===== src/rtl/subtrator_serial.sv =====
// subtrator_serial: bit-serial LSB-first subtractor d = a - b with final borrow.
// Define SUBTRATOR_SERIAL_OVF_EN to add the signed overflow output ovf.
module subtrator_serial #(
  parameter int WIDTH = 8
) (
  input  logic             clk,
  input  logic             rst,
  input  logic             start,
  input  logic [WIDTH-1:0] a,
  input  logic [WIDTH-1:0] b,
  output logic             busy,
  output logic             done,
  output logic [WIDTH-1:0] d,
  output logic             bout
`ifdef SUBTRATOR_SERIAL_OVF_EN
  ,
  output logic             ovf
`endif
);
  localparam int CW = $clog2(WIDTH + 1);
  typedef enum logic [1:0] {IDLE, SHIFT, DONE} state_t;
  state_t state;
  logic [CW-1:0] cnt;
  logic [WIDTH-1:0] sa, sb;
  logic br, ai, bi, diff, bnext, last;
  assign ai = sa[0];
  assign bi = sb[0];
  assign diff = ai ^ bi ^ br;
  assign bnext = (~ai & bi) | (~(ai ^ bi) & br);
  assign last = cnt == CW'(WIDTH - 1);
  // sa doubles as the result register: difference bits enter at the MSB as operand bits leave the LSB
  always_ff @(posedge clk or posedge rst) begin
    if (rst) begin
      state <= IDLE;
      cnt <= '0;
      sa <= '0;
      sb <= '0;
      br <= 1'b0;
      busy <= 1'b0;
      done <= 1'b0;
      d <= '0;
      bout <= 1'b0;
`ifdef SUBTRATOR_SERIAL_OVF_EN
      ovf <= 1'b0;
`endif
    end else begin
      case (state)
        IDLE: begin
          done <= 1'b0;
          if (start) begin
            sa <= a;
            sb <= b;
            br <= 1'b0;
            cnt <= '0;
            busy <= 1'b1;
            state <= SHIFT;
          end
        end
        SHIFT: begin
          sa <= {diff, sa[WIDTH-1:1]};
          sb <= sb >> 1;
          br <= bnext;
          cnt <= cnt + CW'(1);
          if (last) begin
            state <= DONE;
            busy <= 1'b0;
            done <= 1'b1;
            d <= {diff, sa[WIDTH-1:1]};
            bout <= bnext;
`ifdef SUBTRATOR_SERIAL_OVF_EN
            ovf <= br ^ bnext;
`endif
          end
        end
        DONE: begin
          done <= 1'b0;
          state <= IDLE;
        end
        default: state <= IDLE;
      endcase
    end
  end
endmodule


===== config.mk =====
export PLATFORM = sky130hd
export DESIGN_NAME = subtrator_serial
export DESIGN_NICKNAME = d
export VERILOG_FILES = /design/src/rtl/subtrator_serial.sv
export SDC_FILE = /design/constraint.sdc
export NUM_CORES = 1
export LEC_CHECK = 0
export CORE_UTILIZATION = 44
export DETAILED_ROUTE_END_ITERATION = 7
export PLACE_DENSITY = 0.72
export SETUP_SLACK_MARGIN = 0.02
export SYNTH_ARGS = -nofsm -noshare
export SYNTH_HDL_FRONTEND = slang
export SYNTH_SLANG_ARGS = --single-unit

===== constraint.sdc =====
create_clock -name clk -period 4.8 [get_ports clk]
set_clock_uncertainty 0.1 [all_clocks]
set_input_delay 0.48 -clock clk [delete_from_list [all_inputs] [get_ports clk]]
set_output_delay 0.48 -clock clk [all_outputs]
set_load 0.03 [all_outputs]

Yosys cells after proc, flatten, opt, wreduce, memory -nomap -nowiden. Cells that the tools add are included.

Input port bits: 19. Bits in registers: 34. Output and inout port bits: 11. Word-level logic and storage cells: 47.

Reductions and logical operators: 9. Bitwise gates (word level): 7. Multiplexer cells: 16. Add/subtract/negate cells: 1. Eq/ne operators: 5.

Operator list (number): one-hot mux 8 bit (2 select lines) (2); 2-to-1 mux 8 bit (2); one-hot mux 4 bit (2 select lines) (1); AND reduction 2 bit (4); one-hot mux 1 bit (2 select lines) (3); adder 4 x 1 -> 4 bit (second input constant) (1); equality test 4 x 3 -> 1 bit (second input constant) (1); 2-to-1 mux 1 bit (4); 2-to-1 mux 2 bit (2); 2-to-1 mux 4 bit (1); inequality test 2 bit (second input constant) (2); one-hot mux 2 bit (2 select lines) (1); nonzero test 2 bit (2); AND reduction 3 bit (1); AND 1 bit (2); equality test 2 x 1 -> 1 bit (second input constant) (1); equality test 2 bit (second input constant) (1); zero test 2 bit (1); inverter 1 bit (2); OR reduction 2 bit (1); bitwise XOR 1 bit (2); bitwise OR 1 bit (1).

Longest topological paths before layout. Gate-level depths: netlist of run 1.

Word-level depth: 5. Gate-level depth with buffers: 5. Mapped depth without buffers: 4.

Worst setup path before layout of run 1. No wires, ideal clock.

Kind: reg2reg. Start point: reg state[1]. End point: reg d[7]. Buffers on the path: 2. Cell stages (with the launch flop): 6. Library setup time: 0.127 ns. Period minus slack after synthesis: 1.525 ns. Arrival time: 1.297 ns. Path slack: 3.275 ns. Data required time: 4.573 ns. Cell sequence: dfrtp_1 -> buf_6 -> nand2b_4 -> nor3_4 -> buf_6 -> mux2_1.

Longest elaborated chain between the ends: 2.

RTL lines: start, declared (RTL line 22) `state_t state;`; start signal, assigned (RTL line 34) `state <= IDLE;`; start signal, assigned (RTL line 56) `state <= SHIFT;`; start signal, assigned (RTL line 65) `state <= DONE;`; equality test 2 x 1 -> 1 bit (RTL line 47) `case (state)`; AND reduction 2 bit (no line); end signal, assigned (RTL line 68) `d <= {diff, sa[WIDTH-1:1]};`; end, declared (RTL line 13) `output logic [WIDTH-1:0] d,`.

Every way passes these cells. A chain may end at the register's enable or synchronous reset.

Final worst setup path of run 1.
Start point: reg state[0]. End point: reg sb[0].

Longest elaborated chain between the ends: 3. Elaborated cells on any way between the ends: 6. Classes of those cells: 2 x eq/ne; 1 x mux; 3 x reduce/logical.

RTL lines: equality test 2 x 1 -> 1 bit or zero test 2 bit (tied branches) (RTL line 47); nonzero test 2 bit (no line) or inequality test 2 bit (tied branches); AND reduction 2 bit (no line); end signal, assigned (RTL line 61) `sb <= sb >> 1;`; end, declared (RTL line 24) `logic [WIDTH-1:0] sa, sb;`.

Parallel ways exist; a longest one is shown, timed or not.

==> results of run 1 <==
## flip-flops by register name, indices dropped and copies added (netlist names)
signal,count
br,1
bout,1
sa,8
state,2
busy,1
sb,8
d,8
done,1
cnt,4
## cell usage in the layout, fill, tap and decap left out
master and count:
clkdlybuf4s50_1 29, a32o_1 2, dfrtp_1 34, fa_1 1
nor2b_1 1, o21bai_1 1, clkbuf_1 1, nor2_1 2
a21o_1 1, buf_4 2, a21oi_1 3, o311ai_0 1
and3b_1 2, mux2i_1 1, nand2b_4 1, mux2_2 3
o21ai_0 18, nor3_4 1, clkinv_2 1, clkbuf_4 5
ha_1 1, nand2_1 20, a22oi_1 13, mux2_1 6
a22o_1 1, inv_1 6, clkbuf_8 1, nand3_1 2
## worst reg2reg max path, cell delays in order (launching register included)
cell and delay [ps]:
dfrtp_1 710, nor2b_1 940, a22oi_1 130, o21ai_0 250
## cell usage after synthesis
cell type  count  area share
dfrtp_1       34        0.58
fa_1           1       0.014
buf_4          1      0.0051
ha_1           1      0.0085
inv_1          6       0.015
o21bai_1       1      0.0051
nor3_4         1       0.011
buf_6          2       0.015
nor2b_1        1      0.0043
a21oi_1        3       0.010
o21ai_0       18       0.061
a21o_1         1      0.0051
mux2_2         3       0.023
and3b_1        2       0.012
a22oi_1       13       0.066
nand2b_4       1      0.0094
nand2_1       20       0.051
clkbuf_1       2      0.0051
nor2_1         2      0.0051
mux2_1         6       0.046
o311ai_0       1      0.0060
buf_2          3       0.010
nand3_1        2      0.0068
a22o_1         1      0.0060
a32o_1         2       0.014
mux2i_1        1      0.0068
## layer usage
| metal | vias up | global-route usage | wire, µm |
|---|---|---|---|
| met1 | 517 | 0.226 | 1260 |
| li1 | 520 | - | - |
| met2 | 29 | 0.302 | 1370 |
| met5 | - | 0 | 0 |
| met4 | 0 | 0.0498 | 21 |
| met3 | 2 | 0.0671 | 134 |
## area by class of cell
class                      count  share of cell area
multi-input combinational     81               0.297
timing repair buffer          31               0.166
clock inverter                 1             0.00272
inverter                       6              0.0122
tap                           44              0.0299
sequential                    34               0.463
clock buffer                   7              0.0299
## per-stage QoR
step           std cells  cell area (µm²)  setup WS [ps]   util
3_5_place_dp         196             1780           2400  0.573
4_1_cts              204             1840           2600  0.593
6_report             204             1840           2590  0.593
2_1_floorplan        129             1470           3280      -
5_1_grt              204             1840           2480  0.593
3_3_place_gp         196             1780           2470  0.573
## path summary, 6_finish.rpt
kind / startpoint / to / depth (start not counted)
max in group asynchronous: rst / bout / 3
hold / removal: br / br / 2
hold reg to reg: br / br / 2
setup / recovery: state[0] / sb[0] / 3
setup reg to reg: state[0] / sb[0] / 3
min in group asynchronous: rst / d[1] / 3
## where the power goes
group | internal [mW] | switching [mW]
registers | 0.415 | 0.118
clock network | 0.0709 | 0.0915
logic | 0.235 | 0.253
total | 0.721 | 0.462
## logic make-up after synthesis
family / Yosys count
compound gates: 40
fa+ha+maj: 2
buf+inv: 14
flops: 34
mux: 10
simple gates: 29
==> run metrics, run 1 <==
Synth Area in XOR/XNOR 0; Die H 59.8 µm; FILL cells 302; Routability Congestion 0.740; DRC viols 0; Starting Density 0.474; area delta synth->final 25.0%; Initial DRT Pass Iterations 4; status complete, no violations; IO Port Bufs 29; CP Capture Type register; post-route ant nets 0; worst vdd ir 0.285 mV; worst endpoint required time 4940 ps; worst path arrival time 2350 ps; max_cap viols 0; Worst Max-Slew Pin Slew 1020 ps; total grt overflow 0; CTS root buf clkbuf_4; Synth Area in Simple Gates 0.0995; Slew Limit Fails 0; vias in the first global route 1060; first-pass GRT wire length 4750 µm; Clock Path Buffers 2; count of final hold-check violations 0; Worst Path Max Fanout 25; CTS H-tree depth 2; vias post-DR 1068; register area 851 µm²; CTS Buf Count 5; Critical Path Start Type register; Reg clk slew, reported paths 100 ps; Inserted Diodes 0; slowest CP cell nor2b_1; Die X 59.8 µm; average wire per standard cell 13.6 µm; PostCTS Resize Cnt 0; Power Dens Cells 643 nW/µm²; CP peak stage delay 930 ps; normalized max-slew margin 0.318; worst path cell trace nor2b_1 -> a22oi_1 -> o21ai_0; largest net degree at the start of global routing 35; worst skew pair latency 330 ps; Seq/Total Area, Yosys 0.578; All-Layer GR Usage 0.183; compound-cell area share of the yosys netlist 0.173; WP buf/inv 0; Yosys reg bits 34; Post-Syn Nets 150; largest family of logic cells by synthesized area compound AO/OA/AOI/OAI gates; I/O Pins 30; Core Area 3100 µm²; Yosys warnings 0; Multi-input gate area 546 µm²; CTS tree yes; critical path class reg2reg; kind of cell adding the most delay to the critical path simple AND/OR/NAND/NOR gates; nets@finish 180; Setup TNS 0 ps; row count 20; share of layout cells above drive strength 1 0.0875; clock sinks 34; Synth cell types 26; Power Total 1.18 mW; Static Leakage 0.785 nW; Post-Route WL 2780 µm; Cells after Synth 129; initial antenna violation count 0; reg-to-reg setup timing slack 2590 ps; Die ar. 3580 µm²; period utilisation layout 0.461; vias per std cell 5.24; final hold slack 385 ps; Iteration-0 DRC Markers 21; f_max 452 MHz; Syn Std Cell Area 1470 µm²; Hold WC Path Type reg2reg; HPWL after detailed placement 1840 µm; unrepaired setup endpoints after global routing no; Synth Area per Inst 11.4 µm²; Post-CTS Setup Inserts 0; multiplexer share of the synthesized area 0.0757; final setup vio count 0; Post-Synth Adder-Cell Area 0.0221; Period minus WS final 2210 ps; hold buffers post-CTS 0
Power figures use the tool's default switching activity.
==> run 2, diff against run 1 <==
PLACE_DENSITY = 0.75   (was 0.72)
clock period = 1.8 ns   (was 4.8 ns; I/O delays follow)
==> run metrics, run 2 (synthesized netlist as in run 1, its figures left out) <==
DRC viols 0 (unchanged); Static Leakage 0.822 nW (+4.7%); largest net degree at the start of global routing 35 (unchanged); period utilisation layout 0.922; nets@finish 187 (+3.9%); final setup vio count 0 (unchanged); Post-Layout Cell Count 211 (+3.4%); Setup TNS 0 ps (unchanged); WP buf/inv 1 (+1); status complete, no violations; share of layout cells above drive strength 1 0.126 (+0.0382); GR Util met2 0.343 (+0.0413); Die X 59.8 µm (unchanged); final instance area 1890 µm² (+2.9%); FILL cells 286 (-5.3%); hold buffers post-CTS 0 (unchanged); post-place instance area 1830 µm² (+3.0%); Routability Congestion 0.789 (+6.5%); first-pass GRT wire length 5220 µm (+10%); CTS root buf clkbuf_4; Die ar. 3580 µm² (unchanged); initial antenna violation count 0 (unchanged); area delta synth->final 28.6%; CTS tree yes; most frequent cells in the layout dfrtp_1 (34), clkdlybuf4s50_1 (29), nand2_1 (20); Die H 59.8 µm (unchanged); Clock Path Buffers 2 (unchanged); Initial DRT Pass Iterations 4 (unchanged); Core Area 3100 µm² (unchanged); Post-CTS Setup Inserts 0 (unchanged); unrepaired setup endpoints after global routing no; PostCTS Resize Cnt 0 (unchanged); Worst Max-Slew Pin Slew 414 ps (-607 ps); Reg clk slew, reported paths 100 ps (about the same); total grt overflow 0 (unchanged); clock sinks 34 (unchanged); Period minus WS final 1660 ps; vias in the first global route 1142 (+7.7%); biggest regs d x8, sa x8, sb x8; vias post-DR 1123 (+5.1%); CP Capture Type output port; met1 usage 0.246 (+0.0193); vias per std cell 5.32 (+1.7%); GR met3 Demand/Resource 0.0390 (-0.0281); HPWL after detailed placement 2190 µm (+19%); Hold WC Path Type in2async; CTS Buf Count 5 (unchanged); CTS H-tree depth 2 (unchanged); kind of cell adding the most delay to the critical path buffers and inverters; most common cell after layout, fill and taps aside dfrtp_1; slowest CP cell clkdlybuf4s50_1; count of final hold-check violations 0 (unchanged); Cells after DPL 203 (+3.6%); All-Layer GR Usage 0.207 (+0.0238); CP peak stage delay 670 ps (-260 ps); post-route ant nets 0 (unchanged); worst path cell trace clkdlybuf4s50_1; Starting Density 0.474 (unchanged); Slew Limit Fails 0 (unchanged); final core occ 0.610 (+0.0169); Power Dens Cells 1730 nW/µm² (+170%); worst vdd ir 0.697 mV (+150%); Worst Path Max Fanout 2 (-92%); max_cap viols 0 (unchanged); busiest grt layer met2; worst endpoint required time 1520 ps (-3420 ps); worst path arrival time 1380 ps (-970 ps); Iteration-0 DRC Markers 34 (+62%); f_max 602 MHz; final worst slack 140 ps (-2450 ps); Post-Route WL 3100 µm (+12%); Power Total 3.27 mW (+180%); I/O Pins 30 (unchanged); average wire per standard cell 14.7 µm (+8.0%); worst skew pair latency 340 ps (about the same); IO Port Bufs 29 (unchanged); register area 851 µm² (unchanged); Place WS 198 ps (-2200 ps); Critical Path Start Type register; Multi-input gate area 546 µm² (unchanged); critical path class reg2out; Inserted Diodes 0 (unchanged); final hold slack 124 ps (-261 ps); normalized max-slew margin 0.724 (+0.406); row count 20 (unchanged)
[run 2: cell count changes in the layout (fill, tap and decap cells not counted), sizes merged]
cell	delta
buf	+7
[run 2: final cells by class]
type | instances | area share
inverter | 6 | 0.0119
multi-input combinational | 81 | 0.288
clock inverter | 1 | 0.00265
timing repair buffer | 38 | 0.189
clock buffer | 7 | 0.0291
tap | 44 | 0.0291
sequential | 34 | 0.450
[run 2: report_power, final]
group,switching [mW],leakage [nW],internal [mW]
logic,0.800,0.358,0.686
clock network,0.252,0.0353,0.189
registers,0.238,0.429,1.11
[run 2: final timing paths]
check                       start  slack, ps     to  cells after the start
max                          busy        140   busy                      1
min                           rst        120  sa[5]                      3
max reg2reg                cnt[0]        190   d[6]                      5
min reg2reg                    br        390     br                      2
max in group asynchronous     rst       1180   d[1]                      3
min in group clk               br        390     br                      2
[run 2: worst min-delay path: cells and delay by family]
kind | cells | cell delay, ps
buf+inv | 3 | 810
[run 2: metal layers]
metal | vias up | part of all wire
met3 | 10 | 0.031
met2 | 28 | 0.51
met5 | - | 0
met1 | 554 | 0.43
li1 | 531 | -
met4 | 0 | 0.028
==> run 3, diff against run 2 <==
TNS_END_PERCENT = 1   (was not set)
==> results of run 3 <==
Final layout, timing and power as in run 2 (identical DEF).
==> edit 1 (settings of run 2) <==
Make the reset (`rst`) synchronous in one clocked block.
--- a/src/rtl/subtrator_serial.sv
+++ b/src/rtl/subtrator_serial.sv
@@ -30,5 +30,5 @@
   assign last = cnt == CW'(WIDTH - 1);
   // sa doubles as the result register: difference bits enter at the MSB as operand bits leave the LSB
-  always_ff @(posedge clk or posedge rst) begin
+  always_ff @(posedge clk) begin
     if (rst) begin
       state <= IDLE;
Behaviour: differs if rst is asserted again (counterexample within 4 cycles, from zero or initial values and one cycle with rst high); with rst held inactive, the same outputs for 10 cycles.
==> edit 1 against run 2 <==
  * Via count grew 21%
  * Die area grew 4.8%
  * Non-clock buffer count shrank 1
  * Design area grew 2.7%
  * Critical path type unchanged
  * Sequential cell count is the same
  * Register-to-register slack gained 0.10 ns
  * Worst setup slack gained 0.0066 ns
  * Final cell count grew 18%
  * Wire length grew 13%
  * Area after synthesis grew 5.0%
Power is not compared: it rests on default switching activity, and its combinational part moved more than twofold at a synthesized area within 25%.
==> edit 1: results (changes against run 2) <==
stage;metric;value;unit;change
status;status;finished, final reports clean;;
routing;Avg WL per Cell;14.2;µm;-3.6%
global_route;met3 Use GR;7.14;%;+3.2 points
synth;post-synth net total;189;;+26%
synth;Synth area leaders;dfxtp_1 (44%), a21oi_1 (7.8%), o221a_1 (5.8%);;
worst_setup_path;R2R cell count;4;;-1
global_route;total track usage;22.0;%;+1.3 points
placement;pre-CTS setup slack;0.162;ns;-0.0357 ns
global_route;vias in the first global route;1296;;+13%
min_path;Hold WC Path Type;register to register;;
sta;Fin Hold WS;0.385;ns;+0.261 ns
routing;DRT iter0 DRCs;78;;+130%
placement;Placer Congestion;0.793;;+0.55%
synth;FFs w/ async S/R, synth;0;%;-100 points
worst_setup_path;Crit. Startpoint;busy$_SDFFE_PP0P_;;
placement;Placement Cell Area;1900;µm²;+3.6%
global_route;met1 usage;26.8;%;+2.2 points
synth;Seq/Total Area, Yosys;44.0;%;-14 points
synth;Yosys cell types;38;;+46%
pwr;switching portion of total power;27.0;%;
finish;Final Net Count;223;;+19%
global_route;global-route wire length before repair;5870;µm;+12%
routing;Via-to-Cell Ratio;5.50;;+3.3%
worst_setup_path;FF-to-FF Start;cnt[0]$_SDFFE_PP0P_;;
sta;relative slew slack;73.2;%;+0.79 points
worst_setup_path;Critical Path Fanout Max;3;;+1
placement;DP HPWL;2460;µm;+12%
finish;n_diodes;0;;unchanged
sta;period utilisation layout;91.9;%;-0.37 points
worst_setup_path;R2R Setup Slk;0.29;ns;+0.10 ns
synth;synth cell count leaders;dfxtp_1 (34), a21oi_1 (24), nor2_1 (21), inv_1 (16), a22o_1 (9);;
worst_setup_path;RR Endpoint;d[4]$_SDFFE_PP0P_;;
worst_setup_path;Critical-path top delay cell;clkdlybuf4s50_1;;
edit 1: cell count changes in the layout (fill, tap and decap cells not counted), moves of 8 or more:
cell	change
dfrtp_1	-34
inv_1	+10
o21ai_0	-16
nor2_1	+19
a22oi_1	-11
dfxtp_1	+34
a21oi_1	+21
nand2_1	-18
o221a_1	+8
a22o_1	+8
edit 1: layout make-up:
cell class                      count  share of cell area (%)
Timing Repair Buffer               37                    18.0
Clock buffer                        7                    2.32
Tap cell                           46                    2.96
Multi-Input combinational cell    106                    38.2
Sequential cell                    34                    35.0
Inverter                           18                    3.48
edit 1: metal layers:
metal	vias up	wire, µm
li1	681	-
met1	640	1600
met2	34	1680
met3	8	185
met4	0	51
met5	-	0
edit 1: per-stage QoR:
| step | std cells | utilization, % |
|---|---|---|
| after CTS | 248 | 57.8 |
| after global placement | 241 | 56.4 |
| after floorplan | 168 | - |
| after detailed placement | 241 | 56.4 |
| final | 248 | 57.8 |
| after global routing | 248 | 57.8 |
edit 1: cell families (layout without fill, tap and decap cells):
kind of cell / Yosys count / count (layout) / share of synthesized area, %
and+or+nand+nor: 37 / 37 / 13.8
muxes: 1 / 1 / 0.648
adders and majority gates: 2 / 2 / 2.11
AOI/OAI and AO/OA: 66 / 66 / 31.4
DFF: 34 / 34 / 44.0
buffers and inverters: 28 / 62 / 7.94
edit 1: power groups by stage:
stage,Clock [mW],Sequential (mW),Combinational [mW]
2_1_floorplan,0,0.837,0.138
3_3_place_gp,0,0.841,0.213
3_5_place_dp,0,0.842,0.221
4_1_cts,0.395,0.825,0.223
5_1_grt,0.433,0.831,0.248
6_report,0.393,0.826,0.223
==> edit 2 (config.mk and constraints of run 2) <==
Made on the original files. The option `SUBTRATOR_SERIAL_OVF_EN` is turned on by a define.
--- a/src/rtl/subtrator_serial.sv
+++ b/src/rtl/subtrator_serial.sv
@@ -1,4 +1,6 @@
 // subtrator_serial: bit-serial LSB-first subtractor d = a - b with final borrow.
 // Define SUBTRATOR_SERIAL_OVF_EN to add the signed overflow output ovf.
+`define SUBTRATOR_SERIAL_OVF_EN
+
 module subtrator_serial #(
   parameter int WIDTH = 8
Formal check against the unedited RTL (old outputs only; new: ovf): equivalent (Yosys induction, for registers that start in step).
==> edit 2 against run 2 <==
  * Wire length fell by 1.3%
  * Total power increased by 5.5%
  * Sequential cell count rose by 1
  * Area after synthesis is 6.0% higher
  * Fmax down 1.4%
  * Worst setup slack worse by 0.024 ns
  * Non-clock buffer count grew 1
  * Largest cell class unchanged
  * Die area increased by 5.7%
  * Design area grew 4.4%
  * Critical endpoint is now d[3]
  * Final cell count is 3.3% higher
==> edit 2: results (changes against run 2) <==
stage;metric;value;unit;change
synth;Seq/Total Area, Yosys;56.2;%;-1.6 points
worst_setup_path;Critical Path Fanout Max;2;;unchanged
finish;Multi-input comb cells;85;;+4.9%
routing;Avg WL per Cell;14.1;µm;-4.5%
synth;synth cell count leaders;dfrtp_1 (35), nand2_1 (19), o21ai_0 (17), a22oi_1 (11);;
finish;fillers;333;;+16%
synth;Post-Synth Adder-Cell Area;2.09;%;-0.12 points
synth;Avg Synthesized Cell Area;11.6;µm²;+2.0%
pwr;peak supply drop;0.749;mV;+7.3%
routing;Via-to-Cell Ratio;5.25;;-1.4%
synth;complex-gate fraction of the synthesized area;16.1;%;-1.3 points
finish;clock network area share;2.66;%;-0.51 points
worst_setup_path;FF-to-FF Start;cnt[0]$_DFFE_PP0P_;;
synth;mux contribution to synthesized area;9.23;%;+1.7 points
placement;Placement Cell Area;1920;µm²;+4.9%
placement;DP Cell Count;210;;+3.4%
finish;Signal inverters;5;;-1
placement;DP HPWL;2180;µm;-0.25%
finish;Final Net Count;192;;+2.7%
routing;WL met3;149;µm;+57%
pwr;Leakage;0.866;nW;+5.4%
global_route;global-route wire length before repair;4910;µm;-6.0%
clock_tree;Worst-Skew Late Latency;0.34;ns;about the same
routing;wl on met1;1350;µm;+1.6%
status;status;finished, final reports clean;;
placement;pre-CTS setup slack;0.246;ns;+0.0481 ns
global_route;met1 usage;22.6;%;-2.0 points
finish;multi-input combinational area share;30.5;%;+1.6 points
routing;met2 wire length;1510;µm;-5.2%
worst_setup_path;Crit. Startpoint;d[3]$_DFFE_PP0P_;;
clock_tree;Max Root-Sink Buffers;2;;unchanged
finish;share of layout cells above drive strength 1;16.3;%;+3.7 points
placement;port bufs;30;;+3.4%
synth;post-synth net total;155;;+3.3%
synth;XOR/XNOR share of the synthesized area;0.562;%;+0.56 points
finish;FF/Latch Area;876;µm²;+2.9%
global_route;vias in the first global route;1061;;-7.1%
placement;Placer Congestion;0.731;;-7.3%
global_route;met3 Use GR;4.41;%;+0.52 points
finish;Non-Clock Buffer Area Fraction;18.6;%;-0.28 points
global_route;total track usage;18.5;%;-2.2 points
finish;bufs w/o clock;39;;+2.6%
synth;Yosys cell types;29;;+12%
sta;worst slew pin tran;0.436;ns;+0.0219 ns
finish;Area Overhead vs Synth;26.6;%;
global_route;largest net degree at the start of global routing;36;;+2.9%
[edit 2: changes by cell type after synthesis, moves of 2 or more]
| cell | delta |
|---|---|
| a21oi_1 | +3 |
| a22oi_1 | -2 |
| and3b_1 | +2 |
| buf_1 | +2 |
| mux2_1 | -6 |
| mux2_4 | +6 |
[edit 2: worst paths after layout]
path / to / slack (ns) / cells past startpoint
min in group clk: sb[7]$_DFFE_PP0P_ / 0.38 / 2
min reg2reg: sb[2]$_DFFE_PP0P_ / 0.40 / 2
max in group asynchronous: d[6]$_DFFE_PP0P_ / 1.15 / 3
min: d[3]$_DFFE_PP0P_ / 0.14 / 3
max: d[3] / 0.12 / 1
max reg2reg: d[7]$_DFFE_PP0P_ / 0.22 / 5
[edit 2: power by group]
group	switching [mW]	internal, mW	leakage, nW
Sequential	0.243	1.14	0.442
Clock	0.262	0.145	0.0347
Combinational	0.854	0.805	0.390
